File: config.mk
export PLATFORM = sky130hd
export DESIGN_NAME = dmem_arbiter
export DESIGN_NICKNAME = d
export VERILOG_FILES = /design/src/rtl/dmem_arbiter.sv
export SDC_FILE = /design/constraint.sdc
export NUM_CORES = 1
export LEC_CHECK = 0
export ABC_AREA = 1
export CELL_PAD_IN_SITES_DETAIL_PLACEMENT = 1
export CELL_PAD_IN_SITES_GLOBAL_PLACEMENT = 1
export CORE_ASPECT_RATIO = 0.7
export CORE_UTILIZATION = 27
export CTS_BUF_LIST = sky130_fd_sc_hd__clkbuf_4
export CTS_CLUSTER_SIZE = 16
export DETAILED_ROUTE_END_ITERATION = 8
export MAX_ROUTING_LAYER = met4
export PLACE_DENSITY_LB_ADDON = 0.1
export SYNTH_ARGS = -nofsm -noshare
export SYNTH_HDL_FRONTEND = slang
export SYNTH_SLANG_ARGS = --single-unit
File: constraint.sdc
create_clock -name clk -period 1.75 [get_ports clk]
set_clock_uncertainty 0.2 [all_clocks]
set_input_delay 0.35 -clock clk [delete_from_list [all_inputs] [get_ports clk]]
set_output_delay 0.35 -clock clk [all_outputs]
set_load 0.01 [all_outputs]
File: src/rtl/dmem_arbiter.sv
// Two-port arbiter in front of the single-ported DataMemory: latches one access,
// holds it on the memory bus for MEM_LAT cycles, then returns a one-cycle response.
module dmem_arbiter #(
    parameter int unsigned MEM_LAT = 1,
    parameter int unsigned FAIR    = 1
) (
    input  logic        clk,
    input  logic        rst_n,
    input  logic        m0_req,
    input  logic        m0_we,
    input  logic [31:0] m0_addr,
    input  logic [31:0] m0_wdata,
    input  logic [2:0]  m0_ctrl,
    output logic        m0_gnt,
    output logic        m0_rvalid,
    output logic [31:0] m0_rdata,
    input  logic        m1_req,
    input  logic        m1_we,
    input  logic [31:0] m1_addr,
    input  logic [31:0] m1_wdata,
    input  logic [2:0]  m1_ctrl,
    output logic        m1_gnt,
    output logic        m1_rvalid,
    output logic [31:0] m1_rdata,
    output logic [31:0] mem_addr,
    output logic [31:0] mem_wdata,
    output logic        mem_we,
    output logic [2:0]  mem_ctrl,
    input  logic [31:0] mem_rdata
);

    localparam logic [3:0] CntInit = 4'(MEM_LAT - 1);

    typedef enum logic [1:0] {StIdle, StBusy, StResp} state_e;

    state_e      state_q, state_d;
    logic        last_q, last_d;
    logic        port_q, port_d;
    logic        we_q, we_d;
    logic        first_q, first_d;
    logic [31:0] addr_q, addr_d;
    logic [31:0] wdata_q, wdata_d;
    logic [31:0] rdata_q, rdata_d;
    logic [2:0]  ctrl_q, ctrl_d;
    logic [3:0]  cnt_q, cnt_d;
    logic        grant;
    logic        busy;
    logic        resp;

    always_comb begin
        state_d = state_q;
        last_d  = last_q;
        port_d  = port_q;
        we_d    = we_q;
        first_d = 1'b0;
        addr_d  = addr_q;
        wdata_d = wdata_q;
        rdata_d = rdata_q;
        ctrl_d  = ctrl_q;
        cnt_d   = cnt_q;
        // Port 1 wins when alone, or on a tie when round-robin says it is its turn.
        grant   = m1_req && (!m0_req || (FAIR != 0 && !last_q));
        unique case (state_q)
            StIdle: begin
                if (m0_req || m1_req) begin
                    port_d  = grant;
                    last_d  = grant;
                    we_d    = grant ? m1_we    : m0_we;
                    addr_d  = grant ? m1_addr  : m0_addr;
                    wdata_d = grant ? m1_wdata : m0_wdata;
                    ctrl_d  = grant ? m1_ctrl  : m0_ctrl;
                    cnt_d   = CntInit;
                    first_d = 1'b1;
                    state_d = StBusy;
                end
            end
            StBusy: begin
                if (cnt_q == 4'd0) begin
                    // Stores never look at mem_rdata, so an undriven bus cannot leak out.
                    rdata_d = we_q ? 32'h0 : mem_rdata;
                    state_d = StResp;
                end else begin
                    cnt_d = cnt_q - 4'd1;
                end
            end
            StResp:  state_d = StIdle;
            default: state_d = StIdle;
        endcase
    end

    always_ff @(posedge clk or negedge rst_n) begin
        if (!rst_n) begin
            state_q <= StIdle;
            last_q  <= 1'b1;
            port_q  <= 1'b0;
            we_q    <= 1'b0;
            first_q <= 1'b0;
            addr_q  <= 32'h0;
            wdata_q <= 32'h0;
            rdata_q <= 32'h0;
            ctrl_q  <= 3'h0;
            cnt_q   <= 4'h0;
        end else begin
            state_q <= state_d;
            last_q  <= last_d;
            port_q  <= port_d;
            we_q    <= we_d;
            first_q <= first_d;
            addr_q  <= addr_d;
            wdata_q <= wdata_d;
            rdata_q <= rdata_d;
            ctrl_q  <= ctrl_d;
            cnt_q   <= cnt_d;
        end
    end

    assign busy      = (state_q == StBusy);
    assign resp      = (state_q == StResp);

    assign mem_addr  = busy ? addr_q  : 32'h0;
    assign mem_wdata = busy ? wdata_q : 32'h0;
    assign mem_ctrl  = busy ? ctrl_q  : 3'h0;
    assign mem_we    = busy && first_q && we_q;

    assign m0_gnt    = busy && first_q && !port_q;
    assign m1_gnt    = busy && first_q && port_q;
    assign m0_rvalid = resp && !port_q;
    assign m1_rvalid = resp && port_q;
    assign m0_rdata  = (resp && !port_q) ? rdata_q : 32'h0;
    assign m1_rdata  = (resp && port_q)  ? rdata_q : 32'h0;

endmodule

# Word-level counts from Yosys, hierarchy flattened
# Index checks and enable logic that the tools add are counted.
# classes
n_addsub,1
mul,0
n_div,0
order_cmp,0
eq_ne,5
shifts,0
mux,18
bitwise,0
reduce_logical,19
# op_table
cell,count
32-bit two-way mux,7
4-bit two-way mux,2
4-bit one-hot mux with 2 select lines,1
1-bit logical AND,7
3-bit two-way mux,2
2-bit AND reduction,3
4-bit logical NOT,1
2-bit two-way mux,2
"2-bit inequality test, second input constant",2
2-bit one-hot mux with 2 select lines,1
"4-bit by 1-bit subtractor with 4-bit output, second input constant",1
1-bit logical NOT,3
1-bit two-way mux,3
3-bit AND reduction,1
"2-bit by 1-bit equality test with 1-bit output, second input constant",1
"2-bit equality test, second input constant",1
2-bit logical NOT,1
1-bit logical OR,2
"2-bit by 1-bit inequality test with 1-bit output, second input constant",1
2-bit nonzero test,1
# word_totals
ff_bits,109
latchBits,0
ram_bits,0
mem_bits_ro,0
out_inout_bits,136
n_memories,0

# Longest topological paths before layout
# Gate-level depths: netlist (run 1).
# depth
ltp_word,4
depth_mapped,8
depth_no_buf,7

# Worst setup path after synthesis (run 1)
# Ideal clock, no wire load.
# synth_path
path_type,reg2out
start,register state_q[1]
end,output m0_rdata[10]
t_arrival_ns,1.286
required_time_ns,1.200
setup_slack_ns,-0.086
path_stages_with_launch,6
n_path_buf,1
cell_sequence,dfrtp_1 -> inv_1 -> nor3_1 -> inv_1 -> buf_6 -> nor2_1
# synth_via
elab_chain_len,3
# synth_lines
item,line_no,source
"start, declared",36,"state_e state_q, state_d;"
"start signal, assigned",93,state_q <= StIdle;
"start signal, assigned",104,state_q <= state_d;
2-bit equality test,118,assign resp = (state_q == StResp);
1-bit logical AND,--,
net m0_rvalid,15,"output logic m0_rvalid,"
32-bit two-way mux,129,assign m0_rdata = (resp && !port_q) ? rdata_q : 32'h0;
"end, declared",16,"output logic [31:0] m0_rdata,"
# The timed path passes the listed nets, and every way through them passes these cells.

# Final worst setup path (run 1)
# layout_path
start,register state_q[0]
end,output mem_ctrl[2]
# layout_via
elab_chain_len,2
# layout_lines
item,line_no,source
2-bit by 1-bit equality test with 1-bit output,117,assign busy = (state_q == StBusy);
3-bit two-way mux,122,assign mem_ctrl = busy ? ctrl_q : 3'h0;
"end, declared",28,"output logic [2:0] mem_ctrl,"
# No other way between the ends.

==> results.yml, run 1 <==
route:
  vias: 6127
  drc: 0
  ant_nets: 0
  totalWireLength_mm: 22.1
  vias_per_cell: 4.47
  wl_per_cell_um: 16.2
  drtIter0Drc: 282
  dr.pass1.iters: 4
logic_synthesis:
  yosysWarningCount: 0
  synth.avg_cell_area_sq_um: 7.33
  yosysTopAreaCellShare_pct: 47.3
  synth_area_sq_um: 5710
  yosys-mux-area-fraction_pct: 0
  synth-main-ff-cell: "dfrtp_1"
  yosysSeqAreaShare_pct: 47.8
  synth_top_family_by_area: "simple AND/OR/NAND/NOR gates"
  synth_compound_area_share_pct: 15.5
  synth_common_cells: "210 x nor2_1, 111 x o21ai_0, 108 x dfrtp_1"
  yosysMostFrequentCell: "nor2_1"
  yosysTopAreaCell: "dfrtp_1"
  synth_edf_count: 0
  synth_xor_area_share_pct: 0.153
  yosysUniqueCellTypes: 23
  synth_simple_gate_area_share_pct: 23.8
  synthAdderAreaFrac_pct: 0.438
  postSynthCellCount: 779
  yosys-top-cells-area: "dfrtp_1 47%, nor2_1 14%, o21ai_0 9.7%"
  synthArstFlopShare_pct: 100
  synth_nets: 953
  ys_ff_latch: 109
final_layout:
  area_growth_pct: 58.0
  drive_gt1_share_pct: 22.9
  register_area_sq_um: 2730
  final_cells: 1371
  layout.nets: 1263
  fin_area_sq_um: 9020
  multiInputGateArea_sq_um: 2380
  fillers: 2626
  final_util_pct: 43.5
global_route:
  grt_max_degree: 53
  grt_pass1_wl_mm: 34.3
  grt_pass1_vias: 6165
  antenna_found_initial: 1
  grt_util_all_layers_pct: 20.9
  grt_overflow: 0
critical_path:
  startpoint_type: "flop"
  crit_type: "reg -> out"
  timing.rr.start: "state_q[0]$_DFFE_PN0P_"
  r2r_slack_ns: -0.14
  startpoint: "state_q[0]$_DFFE_PN0P_"
  endpoint_kind: "output pin"
  arrival_ns: 1.76
  crit_path_max_fanout: 19
  critPathRequiredTime_ns: 1.20
worst_hold_path:
  hold_path_class: "in -> async"
placement:
  dp.cells: 1345
  place_area_sq_um: 9310
  preCtsSetupSlack_ns: -0.401
  gp_congestion: 0.778
  hpwlAfterDp_mm: 15.9
  portBuffers: 307
sta:
  hold_viol: 0
  maxSlewViolCount: 0
  setup_viol_count_final: 171
  min_period_ns: 2.31
  tightest_slew_ns: 0.407
  post-route-period-util_pct: 132
  setup_slack_ns: -0.556
  fin_hold_ws_ns: 0.0485
  clock.fmax_mhz: 434
  rsz0062_at_grt: "true"
  relSlewSlack_pct: 72.8
  tns_ns: -67.78
clock_network:
  clk_path_buf_depth: 2
  cts_tree: "yes"
  cts-root-buf: "clkbuf_4"
  cts.sinks: 109
  cts_max_level: 3
  cts_buffers: 9
  clk_pin_slew_ns: 0.17
  insertion_delay_ns: 0.47
outcome:
  violations: "negative setup slack"
  outcome: "finished, violations left"
die:
  rows: 44
  die_y_um: 124
  fp.coreArea_sq_um: 20800
  die_area_sq_um: 21700
  io_pins: 308
  start_util_pct: 27.5
  fp.dieW_um: 176
power:
  cellPowerDensity_nw_per_um2: 1400
  fin_total_pwr_mw: 12.7
  p_leak_nw: 4.39
  ir_drop_mv: 0.531
job:
  drv_cap: 0
per-layer routing:
layer | part of all wire, % | track usage, %
met1 | 48 | 27.8
met2 | 45 | 32.4
met3 | 6.0 | 5.34
met4 | 0.98 | 4.29
met5 | 0 | -
worst max-delay path, cell delays in order (launching register included):
cell	delay [ns]
dfrtp_1	0.40
buf_6	0.13
inv_4	0.04
nor2_4	0.15
inv_6	0.09
buf_12	0.16
nor2_1	0.09
clkdlybuf4s15_2	0.22
cell families after synthesis:
logic type	after synthesis
and+or+nand+nor	332
AOI/OAI and AO/OA	172
buffers and inverters	163
DFF	109
adders and majority gates	2
xor gates and xnor gates	1
cells in the final DEF, fill, tap and decap left out, drive strengths merged:
cell	n
dlygate4sd2	1
nor2	213
clkdlybuf4s50	170
clkdlybuf4s15	1
nor3	2
inv	113
clkinvlp	3
buf	167
ha	2
clkbuf	20
diode	1
clkinv	2
dfrtp	108
dfstp	1
nand4	1
nand3	33
dlygate4sd3	1
nand2	83
o21ai	172
xnor2	1
registers in the layout (all words and copies together) (netlist names):
name,count
addr_q,32
first_q,1
last_q,1
cnt_q,4
state_q,2
we_q,1
port_q,1
rdata_q,32
ctrl_q,3
wdata_q,32
worst paths after layout:
check	end	cells after the start
hold / removal	rdata_q[12]$_DFFE_PN0P_	2
min in group clk	rdata_q[17]$_DFFE_PN0P_	3
hold reg to reg	last_q$_DFFE_PN1P_	2
max in group asynchronous	wdata_q[24]$_DFFE_PN0P_	3
setup reg to reg	rdata_q[0]$_DFFE_PN0P_	9
setup / recovery	mem_ctrl[2]	7
cell type report:
cell class	count	share of cell area [%]
clock buffers	10	0.832
clock inverters	6	0.430
flip-flops and latches	109	30.2
repair buffers	350	33.5
inverters	112	4.74
diodes	1	0.0277
multi-input cells	507	26.4
well taps	276	3.83
repair_timing:
action,4_1_cts,5_1_grt
buffers inserted,3,3
cloned,1,1
pin swaps,2,3
endpoints found under the setup margin,141,235
resized for setup,450,134
hold buffers,1,0
endpoints found under the hold margin,109,0
power breakdown:
| group | switching (mW) | leakage (nW) | internal, mW |
|---|---|---|---|
| logic | 4.28 | 2.99 | 2.95 |
| clock network | 0.890 | 0.0541 | 0.304 |
| registers | 0.550 | 1.35 | 3.68 |
Note: power is estimated with default switching activity, not from simulation.
==> inputs of run 2 (changes only) <==
- CORE_ASPECT_RATIO: 0.7 -> unset
- MAX_ROUTING_LAYER: met4 -> unset
==> results.yml, run 2 (same netlist as run 1, synthesis figures left out) <==
outcome:
  outcome: "finished, violations left"
  violations: "negative setup slack"
final_layout:
  final_util_pct: 54.5
  final_cell_mix: "170 x clkdlybuf4s50_1, 114 x nor2_1, 108 x dfrtp_1, 105 x inv_1, 86 x buf_2"
  top_regs: "addr_q (32), rdata_q (32), wdata_q (32)"
  drive_gt1_share_pct: 40.8
  layout.nets: 1308
  area_growth_pct: 95.6
  final_common_cell: "clkdlybuf4s50_1"
sta:
  post-route-period-util_pct: 133
  rsz0062_at_grt: "true"
  setup_slack_ns: -0.581
  maxSlewViolCount: 0
  clock.fmax_mhz: 429
  tightest_slew_ns: 0.404
  fin_hold_ws_ns: 0.0644
  hold_viol: 0
  setup_viol_count_final: 242
  min_period_ns: 2.33
  relSlewSlack_pct: 73.1
route:
  vias_per_cell: 4.69
  totalWireLength_mm: 27.0
  drc: 0
  ant_nets: 0
  met2_wirelength_mm: 14.2
  dr.pass1.iters: 4
  wl_met3_mm: 1.59
  vias: 6612
  top_layer_used: "met4"
  drtIter0Drc: 206
  drt-met1-wl_mm: 10.9
  wl_per_cell_um: 19.1
placement:
  gp_congestion: 0.737
  preCtsSetupSlack_ns: -0.393
  hpwlAfterDp_mm: 15.9
  portBuffers: 307
clock_network:
  cts_max_level: 3
  cts_buffers: 9
  clk_pin_slew_ns: 0.19
  insertion_delay_ns: 0.49
  cts_tree: "yes"
  cts.sinks: 109
  clk_path_buf_depth: 2
  cts-root-buf: "clkbuf_4"
critical_path:
  startpoint_type: "flop"
  crit_path_max_fanout: 9
  arrival_ns: 1.78
  critPathRequiredTime_ns: 1.20
  crit_type: "reg -> out"
  endpoint_kind: "output pin"
worst_hold_path:
  hold_path_class: "in -> async"
power:
  cellPowerDensity_nw_per_um2: 1590
  ir_drop_mv: 0.618
  p_leak_nw: 5.13
job:
  drv_cap: 0
global_route:
  grt_util_all_layers_pct: 21.5
  grt_max_degree: 38
  grt_pass1_vias: 6600
  grt_pass1_wl_mm: 36.4
  grt_overflow: 0
  antenna_found_initial: 2
die:
  rows: 52
  fp.dieW_um: 147
  die_y_um: 147
  start_util_pct: 27.9
  io_pins: 308
  fp.coreArea_sq_um: 20500
  die_area_sq_um: 21700
-- run 2: cell count changes in the layout (fill, tap and decap cells not counted), moves of 32 or more --
cell / previous run / this run
nand2_1: 80 / 41
nor2_1: 182 / 114
o21ai_2: 6 / 67
buf_6: 5 / 56
buf_2: 118 / 86
nor2_4: 5 / 45
o21ai_0: 110 / 27
-- run 2: worst paths after layout --
check,from,end,slack (ns),cells past startpoint
min,rst_n,rdata_q[18]$_DFFE_PN0P_,0.06,2
min in group clk,mem_rdata[8],rdata_q[8]$_DFFE_PN0P_,0.18,3
min reg2reg,last_q$_DFFE_PN1P_,last_q$_DFFE_PN1P_,0.30,2
max reg2reg,state_q[1]$_DFFE_PN0P_,rdata_q[18]$_DFFE_PN0P_,-0.45,11
max in group asynchronous,rst_n,last_q$_DFFE_PN1P_,0.70,3
max,state_q[1]$_DFFE_PN0P_,mem_addr[25],-0.58,6
-- run 2: critical path, cell delays in order (launching register included) --
cell     delay (ns)
dfrtp_1        0.44
buf_4          0.15
nor2_4         0.18
inv_8          0.10
buf_12         0.16
nor2_2         0.11
buf_4          0.15
-- run 2: layout make-up --
cell class	instances	area, sq um
fillers	2369	9330
repair buffers	394	4210
multi-input cells	507	3250
flip-flops and latches	109	2730
inverters	112	459
well taps	270	338
clock inverters	7	96.3
clock buffers	9	67.6
repair inverters	1	16.3
diodes	2	5.00
-- run 2: repair_timing --
item                       in CTS  in global routing
pin swaps                       5                 52
setup endpoints to repair     140                244
hold buffers                    1                  0
cloned                          8                 27
setup buffers                  12                 12
hold endpoints to repair      108                  0
gates resized for setup       586                430
-- run 2: power by group --
part	switching (mW)	leakage (nW)	internal [mW]
Combinational	6.23	3.70	5.58
Clock	0.945	0.0806	0.584
Sequential	0.754	1.35	3.69
-- run 2: through the flow --
stage | instances | instance area (sq um) | power (mW) | setup TNS [ns]
4_1_cts | 1378 | 9280 | 13.9 | -82.14
2_1_floorplan | 779 | 5720 | 8.14 | 0
5_1_grt | 1411 | 11200 | 18.9 | -115.26
6_report | 1411 | 11200 | 17.8 | -96.85
3_5_place_dp | 1341 | 9310 | 11.8 | -59.49
3_3_place_gp | 1341 | 9310 | 11.6 | -52.49
-- run 2: metal layers --
layer,vias to the layer above,GRT usage [%]
li1,3129,-
met1,3267,25.7
met2,194,37.8
met3,22,5.68
met4,0,6.24
met5,-,0
